===== config.mk =====
export PLATFORM = sky130hd
export DESIGN_NAME = gpio_responder
export DESIGN_NICKNAME = d
export VERILOG_FILES = /design/src/rtl/gpio_responder.sv
export SDC_FILE = /design/constraint.sdc
export NUM_CORES = 1
export LEC_CHECK = 0
export BUFFER_PORTS_ARGS = -buffer_cell sky130_fd_sc_hd__buf_2
export CAP_MARGIN = 40
export CELL_PAD_IN_SITES_DETAIL_PLACEMENT = 1
export CELL_PAD_IN_SITES_GLOBAL_PLACEMENT = 2
export CORE_UTILIZATION = 37
export CTS_CLUSTER_SIZE = 20
export DETAILED_ROUTE_END_ITERATION = 8
export GPL_TIMING_DRIVEN = 1
export MAX_ROUTING_LAYER = met4
export PLACE_DENSITY_LB_ADDON = 0.1
export SYNTH_ARGS = -nofsm -noshare
export SYNTH_HDL_FRONTEND = slang
export SYNTH_SLANG_ARGS = --single-unit

===== constraint.sdc =====
create_clock -name clk -period 1.5 [get_ports clk]
set_input_delay 0.3 -clock clk [delete_from_list [all_inputs] [get_ports clk]]
set_output_delay 0.3 -clock clk [all_outputs]
set_load 0.03 [all_outputs]

===== src/rtl/gpio_responder.sv =====
// Bus-side responder for the switch/LED I/O lines: synchronises and debounces
// the switches, latches sticky change flags and holds the LED register.
module gpio_responder #(
    parameter int WIDTH    = 4,
    parameter int DEBOUNCE = 4
) (
    input  logic             clk,
    input  logic             n_reset,
    input  logic             req,
    input  logic             we,
    input  logic [1:0]       addr,
    input  logic [WIDTH-1:0] wdata,
    output logic [WIDTH-1:0] rdata,
    output logic             ack,
    input  logic [WIDTH-1:0] switch,
    output logic [WIDTH-1:0] led
);

    localparam int CW = $clog2(DEBOUNCE + 1);
    localparam logic [CW-1:0] CNT_LAST = CW'(DEBOUNCE - 1);

    localparam logic [1:0] ADDR_SW  = 2'd0;
    localparam logic [1:0] ADDR_LED = 2'd1;
    localparam logic [1:0] ADDR_CHG = 2'd2;
    localparam logic [1:0] ADDR_TGL = 2'd3;

    typedef enum logic {
        ST_IDLE = 1'b0,
        ST_ACK  = 1'b1
    } state_t;

    state_t                     state_q, state_d;
    logic                       ack_q, ack_d;
    logic [WIDTH-1:0]           rdata_q, rdata_d;
    logic [WIDTH-1:0]           led_q, led_d;
    logic [WIDTH-1:0]           chg_q, chg_d;
    logic [WIDTH-1:0]           sync1_q, sync1_d;
    logic [WIDTH-1:0]           sync2_q, sync2_d;
    logic [WIDTH-1:0]           stable_q, stable_d;
    logic [WIDTH-1:0][CW-1:0]   cnt_q, cnt_d;

    logic [WIDTH-1:0]           chg_set;
    logic [WIDTH-1:0]           chg_clr;
    logic [WIDTH-1:0]           rd_mux;

    always_comb begin
        sync1_d = switch;
        sync2_d = sync1_q;
    end

    // Each bit must disagree with the stable level for DEBOUNCE edges in a row.
    always_comb begin
        stable_d = stable_q;
        cnt_d    = cnt_q;
        chg_set  = '0;
        for (int i = 0; i < WIDTH; i++) begin
            if (sync2_q[i] != stable_q[i]) begin
                if (cnt_q[i] == CNT_LAST) begin
                    stable_d[i] = sync2_q[i];
                    cnt_d[i]    = '0;
                    chg_set[i]  = 1'b1;
                end else begin
                    cnt_d[i] = cnt_q[i] + CW'(1);
                end
            end else begin
                cnt_d[i] = '0;
            end
        end
    end

    always_comb begin
        rd_mux = '0;
        case (addr)
            ADDR_SW:  rd_mux = stable_q;
            ADDR_LED: rd_mux = led_q;
            ADDR_CHG: rd_mux = chg_q;
            ADDR_TGL: rd_mux = led_q;
            default:  rd_mux = '0;
        endcase
    end

    always_comb begin
        state_d = state_q;
        ack_d   = 1'b0;
        rdata_d = '0;
        led_d   = led_q;
        chg_clr = '0;
        case (state_q)
            ST_IDLE: begin
                if (req) begin
                    ack_d   = 1'b1;
                    state_d = ST_ACK;
                    if (we) begin
                        case (addr)
                            ADDR_LED: led_d   = wdata;
                            ADDR_CHG: chg_clr = wdata;
                            ADDR_TGL: led_d   = led_q ^ wdata;
                            default:  led_d   = led_q;
                        endcase
                    end else begin
                        rdata_d = rd_mux;
                    end
                end
            end
            ST_ACK: begin
                state_d = ST_IDLE;
            end
            default: begin
                state_d = ST_IDLE;
            end
        endcase
    end

    // A debouncer set wins over a same-edge write-1-to-clear.
    always_comb begin
        chg_d = (chg_q & ~chg_clr) | chg_set;
    end

    always_ff @(posedge clk or negedge n_reset) begin
        if (!n_reset) begin
            state_q  <= ST_IDLE;
            ack_q    <= 1'b0;
            rdata_q  <= '0;
            led_q    <= '0;
            chg_q    <= '0;
            sync1_q  <= '0;
            sync2_q  <= '0;
            stable_q <= '0;
            cnt_q    <= '0;
        end else begin
            state_q  <= state_d;
            ack_q    <= ack_d;
            rdata_q  <= rdata_d;
            led_q    <= led_d;
            chg_q    <= chg_d;
            sync1_q  <= sync1_d;
            sync2_q  <= sync2_d;
            stable_q <= stable_d;
            cnt_q    <= cnt_d;
        end
    end

    assign ack   = ack_q;
    assign rdata = rdata_q;
    assign led   = led_q;

endmodule


* Yosys cells after proc, flatten, opt, wreduce, memory -nomap -nowiden *
Index checks and enable logic that the tools add are counted.

storage, ports and cells
  register bits after elaboration = 38
  bits in latches = 0
  RAM bits = 0
  memory bits (read-only) = 0
  bits of input ports = 14
  output and inout bits = 9
  logic and storage cells = 71
  memories = 0

cells by class
  $add $sub $neg = 4
  $mul = 0
  div/mod/pow operators = 0
  order comparisons = 0
  equal/unequal tests = 11
  shift-type cells = 0
  mux-type cells = 28
  bitwise gates (word level) = 5
  reductions and logical operators = 8

operator list
  kind                 number
  $mux 4               7
  $mux 3               8
  $add 3x1->3 const B  4
  $eq 3x2->1 const B   4
  $pmux 4 s3           1
  $mux 1               10
  $pmux 4 s2           1
  $reduce_and 2->1     4
  $and 4x4->4          1
  $eq 2x2->1 const B   2
  $ne 1x1->1           4
  $not 4->4            1
  $or 4x4->4           1
  $reduce_and 4->1     1
  $xor 4x4->4          1
  $eq 2x1->1 const B   1
  $logic_not 2->1      1
  $pmux 1 s2           1
  $reduce_bool 2->1    1
  $reduce_or 2->1      1
  $not 1->1            1

* Depth between registers and ports, before layout *
Gate-level depths: netlist (run 1).

  depth in word-level cells = 8
  depth in mapped cells = 5
  mapped depth without buffers = 4

* Least setup slack after synthesis (run 1) *
OpenSTA, ideal clock, no wires.

  kind = reg-to-reg
  from = register, netlist name ack
  to = register led_q[0] (netlist: led[0])
  arrival = 1.161 ns
  required time = 1.377 ns
  setup slack = 0.216 ns
  stages on the path, launching flop included = 5
  buffers on the path = 1
  clock period less this slack = 1.284 ns
  path through = dfrtp_1 -> and4b_1 -> buf_6 -> a21boi_2 -> o221a_1

RTL lines
  what                  line  RTL
  end signal, assigned  134   led_q <= led_d;
  end, declared         35    logic [WIDTH-1:0] led_q, led_d;

==> results of run 1 <==
[power by group through the flow]
stage          registers (W)  clock network [W]  logic (W)
5_1_grt              0.00142           0.000943   0.000784
3_3_place_gp         0.00139                  0   0.000657
3_5_place_dp         0.00141                  0   0.000694
4_1_cts              0.00139           0.000910   0.000702
6_report             0.00139           0.000872   0.000681
2_1_floorplan        0.00143                  0   0.000464
[final cells by class]
class / instances / area share
Clock inverter: 1 / 0.0165
Clock buffer: 7 / 0.0475
Tap cell: 48 / 0.0330
Multi-Input combinational cell: 76 / 0.306
Timing Repair Buffer: 25 / 0.0812
Sequential cell: 37 / 0.509
Inverter: 3 / 0.00619
[worst paths after layout]
check / from / end / depth (start not counted)
worst max-delay path: ack / led[3] / 3
worst min-delay path: switch[1] / sync1_q[1] / 1
worst max register to register: ack / led[3] / 3
worst min register to register: sync1_q[1] / sync2_q[1] / 0
max in group asynchronous: n_reset / cnt_q[10] / 3
min in group asynchronous: n_reset / cnt_q[3] / 2
[critical path, stage by stage, from the launching register on]
cell	delay [ps]
dfrtp_1	400
and4b_1	500
mux2i_1	230
nand3_1	80
[placed cells by master, fill, tap and decap left out, types with 3 or more instances in the layout]
cell type | synthesis | final
nand3_1 | 4 | 4
mux2_2 | 8 | 8
dfrtp_1 | 37 | 37
xnor2_1 | 4 | 4
o31ai_1 | 3 | 3
a21oi_1 | 4 | 4
nand3b_1 | 4 | 4
buf_2 | 2 | 22
nor2_1 | 5 | 5
mux2i_1 | 5 | 5
inv_1 | 3 | 3
nand2_1 | 5 | 5
ha_1 | 4 | 4
o21ai_0 | 6 | 6
nor3_1 | 3 | 3
nand2b_1 | 3 | 3
nor2b_1 | 6 | 6
nor3b_1 | 6 | 6
clkbuf_8 | 0 | 6
[registers in the layout, summed over array words and instances, names as in the netlist]
name	count
cnt_q	12
chg_q	4
led	4
rdata	4
stable_q	4
sync1_q	4
sync2_q	4
ack	1
[per-stage QoR]
| stage | hold WS (ps) | setup slack, ps |
|---|---|---|
| floorplan | 4.41 | 216 |
| global placement | 240 | 211 |
| detailed placement | 251 | 162 |
| CTS | 113 | 153 |
| global route | 108 | 83.5 |
| finish | 125 | 162 |
[metal layers]
metal / vias to the layer above / track usage
met2: 24 / 0.255
met1: 502 / 0.176
met3: 5 / 0.0466
met4: 0 / 0.0638
met5: - / -
li1: 471 / -
[kinds of logic (layout without fill, tap and decap cells)]
| logic type | after synthesis | after routing | synth area share |
|---|---|---|---|
| and+or+nand+nor | 39 | 39 | 0.149 |
| DFF | 37 | 37 | 0.607 |
| xor gates and xnor gates | 5 | 5 | 0.0287 |
| buffers and inverters | 7 | 36 | 0.0287 |
| AOI/OAI and AO/OA | 15 | 15 | 0.0623 |
| muxes | 13 | 13 | 0.0918 |
| adders and majority gates | 4 | 4 | 0.0328 |
==> summary.txt, run 1 <==
Status = finished clean
Startpoint type of the worst setup path = register
Clock transition at path regs = 70 ps
Arrival time at the worst endpoint = 1500 ps
Pwr per Cell Area = 1620 nW/um^2
Setup TNS = 0 ps
Hold buffers post-CTS = 1
Sequential Area = 926 sq um
Count of standard-cell rows = 22
Largest net degree at the start of global routing = 22
Top cells by count, synth = dfrtp_1, mux2_2, nor2b_1, nor3b_1, o21ai_0
Max Slew Vio Count = 0
Crit end category = register
Synth area leaders = dfrtp_1, mux2_2, ha_1
Sw frac = 0.282
Synth Register Bits = 37
Post-synth top area cell = dfrtp_1
Area of the core = 3800 sq um
Ys Warns = 0
Area of the multi-input gates = 557 sq um
Netlist cell types = 25
Initial antenna violation count = 0
Wire per inst = 14.1 um
Sequential share of the synthesized area = 0.607
Share of layout cells above drive strength 1 = 0.275
Initial core utilization = 0.402
DRC violations left = 0
Top cell type's share of synthesized area = 0.607
Max cap viols = 0
Vias per cell = 5.09
Grt total ovfl = 0
Vias in the first global route = 1094
Final Hold Fails = 0
Setup violators final = 0
Final instance count without filler cells = 197
Placed cell areas = 1690 sq um
GRT Total Usage = 0.155
Post-synth net total = 138
Leak = 0.850 nW
CP Class = reg2reg
Detailed Route WL = 2770 um
ANT cells = 0
Skew-Pair Late Insertion Delay = 280 ps
Fmax = 747 MHz
Global-route wire length before repair = 4840 um
# IOs = 23
Mapped Cells = 120
CTS tree = done
Seq pwr share = 0.472
Placer Congestion = 0.679
ANT nets after route = 0
CTS root buffer = clkbuf_8
Slew Limit Headroom = 0.736
Worst EP required = 1660 ps
Final total power = 0.00294 W
PostCTS Resize Cnt = 0
Clock skew = 8.32 ps
RSZ-0062 raised after global routing = false
Net switching power = 0.000831 W
Fillers = 410
Synth Flop Type = dfrtp_1
VDD IR max = 0.706 mV
Int Pwr = 0.00211 W
Wire length on met1 = 1270 um
DR pass1 iterations = 2
EDFF count, synth = 0
Final Cycle Share = 0.892
Design area = 1820 sq um
Synth Cell Area = 1530 sq um
CTS buffer count = 5
Gate power share = 0.231
Met2 WL = 1330 um
Via count = 1002
Area Overhead vs Synth = 19.1%
Port buffer count = 22
Post-CTS Setup Bufs = 0
1st-iter DRT viols = 25
Highest routed layer = met4
Die Width = 66.2 um
Inst Count DP = 188
HP Class = in2reg
Flop2flop setup slack = 160 ps
Fin util = 0.479
Clock power share = 0.296
HPWL Detailed = 2010 um
CP max FO = 8
Most frequent cell after synthesis = dfrtp_1
Final Critical Period = 1340 ps
Clock Path Buffers = 2
WL met3 = 127 um
Worst-margin pin slew = 396 ps
Final #Nets = 166
Post-synthesis average cell area = 12.7 sq um
H-tree levels = 2
Die Y = 66.2 um
Die area = 4390 sq um
Asr flop ratio synth = 1.00
Sink Count = 37
Note: power is estimated with default switching activity, not from simulation.
==> run 2, diff against run 1 <==
==> config.mk (replaced) <==
export PLATFORM = sky130hd
export DESIGN_NAME = gpio_responder
export DESIGN_NICKNAME = d
export VERILOG_FILES = /design/src/rtl/gpio_responder.sv
export SDC_FILE = /design/constraint.sdc
export NUM_CORES = 1
export LEC_CHECK = 0
export BUFFER_PORTS_ARGS = -buffer_cell sky130_fd_sc_hd__buf_2
export CAP_MARGIN = 40
export CORE_MARGIN = 1.5
export CORE_UTILIZATION = 50
export CTS_CLUSTER_SIZE = 20
export DETAILED_ROUTE_END_ITERATION = 8
export GPL_TIMING_DRIVEN = 1
export MAX_ROUTING_LAYER = met4
export PLACE_DENSITY = 0.82
export SYNTH_ARGS = -nofsm -noshare
export SYNTH_HDL_FRONTEND = slang
export SYNTH_SLANG_ARGS = --single-unit
==> run 2 against run 1 <==
First-iteration DRC count rose by 76%; core utilization rose by 13 points; largest cell class unchanged; the run now ends with design-rule violations left; final cell count fell by 9.1%; fmax rose by 1.6%; clock power fell by 41%.
==> summary.txt, run 2 (same netlist as run 1, synthesis figures left out) <==
Status = finished with violations (was finished clean)
Failing checks = design-rule violations
CP max FO = 6 (was 8)
Pwr per Cell Area = 1490 nW/um^2 (was 1620 nW/um^2)
Sequential Area = 926 sq um (unchanged)
Final #Nets = 166 (unchanged)
Startpoint type of the worst setup path = register (unchanged)
Design area = 1720 sq um (was 1820 sq um)
Skew-Pair Late Insertion Delay = 340 ps (was 280 ps)
Count of standard-cell rows = 19 (was 22)
CP Depth = 1 (was 3)
HPWL Detailed = 1750 um (was 2010 um)
Vias in the first global route = 998 (was 1094)
WHS Path Cells = 1 (unchanged)
Detailed Route WL = 2430 um (was 2770 um)
Fillers = 243 (was 410)
Vias per cell = 5.38 (was 5.09)
CP Launch Point = led[3] (was ack)
VDD IR max = 0.746 mV (was 0.706 mV)
Critical path's top delay family = flip-flops (was simple AND/OR/NAND/NOR gates)
Setup TNS = 0 ps (unchanged)
Leak = 0.818 nW (was 0.850 nW)
Via count = 963 (was 1002)
1st-iter DRT viols = 44 (was 25)
Clock transition at path regs = 100 ps (was 70 ps)
DRC violations left = 2 (was 0)
Area of the multi-input gates = 557 sq um (unchanged)
# IOs = 23 (unchanged)
Max Slew Vio Count = 0 (unchanged)
Setup violators final = 0 (unchanged)
DR pass1 iterations = 6 (was 2)
Hold buffers post-CTS = 1 (unchanged)
Hold Slack = 62.6 ps (was 125 ps)
Port buffer count = 22 (unchanged)
Post-CTS Setup Bufs = 0 (unchanged)
Critical-path cell list = buf_2 (was and4b_1 > mux2i_1 > nand3_1)
Worst path max stage delay = 440 ps (was 500 ps)
Reg2Reg Depth = 3 (unchanged)
HP Class = in2reg (unchanged)
Final total power = 0.00257 W (was 0.00294 W)
PostCTS Resize Cnt = 0 (unchanged)
Arrival time at the worst endpoint = 1020 ps (was 1500 ps)
Global-route wire length before repair = 4310 um (was 4840 um)
Clock Path Buffers = 2 (unchanged)
Die area = 3390 sq um (was 4390 sq um)
Fmax = 759 MHz (was 747 MHz)
Area Overhead vs Synth = 12.9% (was 19.1%)
Grt total ovfl = 0 (unchanged)
Final Cycle Share = 0.878 (was 0.892)
Flop2flop setup slack = 210 ps (was 160 ps)
Slew Limit Headroom = 0.702 (was 0.736)
Worst EP required = 1200 ps (was 1660 ps)
Share of layout cells above drive strength 1 = 0.270 (was 0.275)
Worst-margin pin slew = 447 ps (was 396 ps)
CP Class = reg2out (was reg2reg)
Initial antenna violation count = 0 (unchanged)
RSZ-0062 raised after global routing = false (unchanged)
Sink Count = 37 (unchanged)
H-tree levels = 2 (unchanged)
Placed cell areas = 1660 sq um (was 1690 sq um)
Largest net degree at the start of global routing = 38 (was 22)
Worst r2r dst = led[0] (was led[3])
Die Width = 58.3 um (was 66.2 um)
CTS tree = done (unchanged)
Most flops, register = cnt_q (unchanged)
Clock skew = 6.07 ps (was 8.32 ps)
Number of flip-flops in the largest register = 12 (unchanged)
Critical path's slowest cell = dfrtp_1 (was and4b_1)
Crit end category = output port (was register)
ANT cells = 0 (unchanged)
Initial core utilization = 0.540 (was 0.402)
Area of the core = 2830 sq um (was 3800 sq um)
Reg-to-Reg Start = ack (unchanged)
Commonest non-fill, non-tap cell in the layout = dfrtp_1 (unchanged)
Final Hold Fails = 0 (unchanged)
Wire per inst = 13.6 um (was 14.1 um)
CTS root buffer = clkbuf_4 (was clkbuf_8)
GRT Total Usage = 0.183 (was 0.155)
ANT nets after route = 0 (unchanged)
Max cap viols = 0 (unchanged)
Placer Congestion = 0.720 (was 0.679)
Buf+Inv Stages, Crit Path = 1 (was 0)
Final Critical Period = 1320 ps (was 1340 ps)
Critical path capture point = led[3] (unchanged)
Die Y = 58.3 um (was 66.2 um)
CTS buffer count = 5 (unchanged)
Most frequent cells in the layout = dfrtp_1, buf_2, mux2_2 (unchanged)
==> run 2: how the worst min path moves through the flow <==
stage                       endpoint  slack [ps]  startpoint
after CTS                 sync1_q[0]          30   switch[0]
after global placement    sync2_q[1]         330  sync1_q[1]
after global routing      sync1_q[3]          30   switch[3]
after floorplan                  ack           4     n_reset
after detailed placement  sync2_q[0]         340  sync1_q[0]
final                     sync1_q[1]          60   switch[1]
==> run 2: power breakdown <==
group | total [W] | internal [W] | switching, W
sequential | 0.00138 | 0.00123 | 0.000149
clock | 0.000518 | 0.000221 | 0.000297
combinational | 0.000668 | 0.000333 | 0.000334
==> run 2: per-stage QoR <==
step	cells	utilization	worst slack [ps]
6_report	179	0.609	183
4_1_cts	179	0.609	160
2_1_floorplan	120	-	216
3_5_place_dp	171	0.586	227
5_1_grt	179	0.609	102
3_3_place_gp	171	0.586	245
==> run 2: layout make-up <==
class	count	area share
Timing Repair Buffer	25	0.0784
Tap cell	31	0.0225
Inverter	3	0.00654
Multi-Input combinational cell	76	0.323
Sequential cell	37	0.537
Clock buffer	7	0.0320
==> run 2: routing by layer <==
metal  track usage  vias up  wire [um]
met1         0.201      467       1080
met3        0.0737        6        116
met5             -        -          0
met2         0.289       18       1180
met4        0.0897        0         62
li1              -      472          -
==> run 3, diff against run 2 <==
--- a/config.mk
+++ b/config.mk
@@ -14,6 +14,7 @@
 export GPL_TIMING_DRIVEN = 1
 export MAX_ROUTING_LAYER = met4
 export PLACE_DENSITY = 0.82
+export RECOVER_POWER = 100
 export SYNTH_ARGS = -nofsm -noshare
 export SYNTH_HDL_FRONTEND = slang
 export SYNTH_SLANG_ARGS = --single-unit
==> run 3 against run 2 <==
The run now ends clean; register-to-register slack barely moved; fmax decreased by 3.9%; clock skew is 0.63 ps higher; sequential power barely moved; sequential share of layout area up 0.31 points; via count unchanged; non-clock buffer count stayed put; wire length up 0.37%; total power decreased by 0.20%; worst hold slack worse by 0.90 ps; clock-buffer cell count did not move; global-route usage unchanged; largest cell class unchanged; highest routed layer unchanged.
==> summary.txt, run 3 (same netlist as run 1, synthesis figures left out) <==
Initial antenna violation count = 0 (unchanged)
Via count = 963 (unchanged)
DRC violations left = 0 (was 2)
Critical-path cell list = clkbuf_1 (was buf_2)
HPWL Detailed = 1750 um (unchanged)
Max cap viols = 0 (unchanged)
Placer Congestion = 0.720 (unchanged)
HP Class = in2reg (unchanged)
Final Cycle Share = 0.914 (was 0.878)
PostCTS Resize Cnt = 0 (unchanged)
Final Critical Period = 1370 ps (was 1320 ps)
VDD IR max = 0.748 mV (was 0.746 mV)
Final instance count without filler cells = 179 (unchanged)
Status = finished clean (was finished with violations)
CTS root buffer = clkbuf_4 (unchanged)
Setup TNS = 0 ps (unchanged)
Pwr per Cell Area = 1500 nW/um^2 (was 1490 nW/um^2)
Vias in the first global route = 998 (unchanged)
Int Pwr = 0.00178 W (was 0.00179 W)
1st-iter DRT viols = 46 (was 44)
Seq pwr share = 0.540 (was 0.538)
Inst Count DP = 171 (unchanged)
Fillers = 246 (was 243)
Max Slew Vio Count = 0 (unchanged)
Clock power share = 0.202 (about the same)
Port buffer count = 22 (unchanged)
Placed cell areas = 1660 sq um (unchanged)
H-tree levels = 2 (unchanged)
CTS tree = done (unchanged)
Final Hold Fails = 0 (unchanged)
Worst EP required = 1200 ps (about the same)
Startpoint type of the worst setup path = register (unchanged)
Leak = 0.796 nW (was 0.818 nW)
Share of layout cells above drive strength 1 = 0.230 (was 0.270)
Final #Nets = 166 (unchanged)
Most frequent cells in the layout = dfrtp_1, buf_2, mux2_2, clkbuf_1 (was dfrtp_1, buf_2, mux2_2)
Area of the core = 2830 sq um (unchanged)
Area Overhead vs Synth = 12.2% (was 12.9%)
ANT cells = 0 (unchanged)
CP max FO = 4 (was 6)
Area of the multi-input gates = 557 sq um (unchanged)
Detailed Route WL = 2440 um (was 2430 um)
Die Y = 58.3 um (unchanged)
Net switching power = 0.000782 W (was 0.000780 W)
Grt total ovfl = 0 (unchanged)
Clock skew = 6.70 ps (was 6.07 ps)
Clock transition at path regs = 100 ps (about the same)
Arrival time at the worst endpoint = 1070 ps (was 1020 ps)
Initial core utilization = 0.540 (unchanged)
Slew Limit Headroom = 0.417 (was 0.702)
Post-CTS Setup Bufs = 0 (unchanged)
Fmax = 730 MHz (was 759 MHz)
Sequential Area = 926 sq um (unchanged)
CP Class = reg2out (unchanged)
Largest net degree at the start of global routing = 38 (unchanged)
Worst path max stage delay = 410 ps (was 440 ps)
Worst-margin pin slew = 874 ps (was 447 ps)
Buf+Inv Stages, Crit Path = 1 (unchanged)
RSZ-0062 raised after global routing = false (unchanged)
Wire per inst = 13.6 um (about the same)
Global-route wire length before repair = 4310 um (unchanged)
Die Width = 58.3 um (unchanged)
CTS buffer count = 5 (unchanged)
Hold buffers post-CTS = 1 (unchanged)
Sink Count = 37 (unchanged)
# IOs = 23 (unchanged)
Die area = 3390 sq um (unchanged)
Setup violators final = 0 (unchanged)
Skew-Pair Late Insertion Delay = 340 ps (about the same)
Most flops, register = cnt_q (unchanged)
Crit end category = output port (unchanged)
Number of flip-flops in the largest register = 12 (unchanged)
Clock Path Buffers = 2 (unchanged)
GRT Total Usage = 0.183 (unchanged)
Critical path's slowest cell = dfrtp_1 (unchanged)
Hold Slack = 61.7 ps (was 62.6 ps)
Critical path's top delay family = flip-flops (unchanged)
Count of standard-cell rows = 19 (unchanged)
ANT nets after route = 0 (unchanged)
DR pass1 iterations = 6 (unchanged)
Gate power share = 0.258 (was 0.260)
Design area = 1710 sq um (was 1720 sq um)
Sw frac = 0.305 (was 0.304)
Commonest non-fill, non-tap cell in the layout = dfrtp_1 (unchanged)
Vias per cell = 5.38 (unchanged)
[run 3: cell count changes in the layout (fill, tap and decap cells not counted), sizes merged]
cell    change
buf        -10
clkbuf     +10
[run 3: final timing paths]
check / start / to / slack, ps / cells past startpoint
worst max-delay path: led[2] / led[2] / 130 / 1
worst min-delay path: switch[1] / sync1_q[1] / 60 / 1
worst max register to register: ack / led[0] / 200 / 3
worst min register to register: sync1_q[0] / sync2_q[0] / 350 / 0
max in group asynchronous: n_reset / cnt_q[11] / 280 / 3
min in group asynchronous: n_reset / sync1_q[2] / 660 / 3
[run 3: power by group through the flow]
stage / logic (W) / registers [W] / clock network (W)
global route: 0.000758 / 0.00141 / 0.000579
CTS: 0.000678 / 0.00138 / 0.000546
global placement: 0.000641 / 0.00139 / 0
floorplan: 0.000464 / 0.00143 / 0
detailed placement: 0.000673 / 0.00141 / 0
finish: 0.000662 / 0.00138 / 0.000518
[run 3: layout make-up]
class                           count  area share
Tap cell                           31      0.0226
Timing Repair Buffer               25      0.0730
Inverter                            3     0.00657
Sequential cell                    37       0.541
Multi-Input combinational cell     76       0.325
Clock buffer                        7      0.0321
[run 3: stage by stage]
stage	util	setup WS, ps	total power (W)
floorplan	-	216	0.00189
global placement	0.586	245	0.00203
detailed placement	0.586	227	0.00208
CTS	0.609	160	0.00261
global route	0.605	68.2	0.00275
finish	0.605	129	0.00256
[run 3: routing by layer]
metal / part of all wire / track usage / wire length, um / up-vias
met5: 0 / - / 0 / -
met4: 0.025 / 0.0897 / 62 / 0
met3: 0.046 / 0.0737 / 113 / 6
met2: 0.48 / 0.289 / 1170 / 18
met1: 0.45 / 0.201 / 1090 / 465
li1: - / - / - / 474
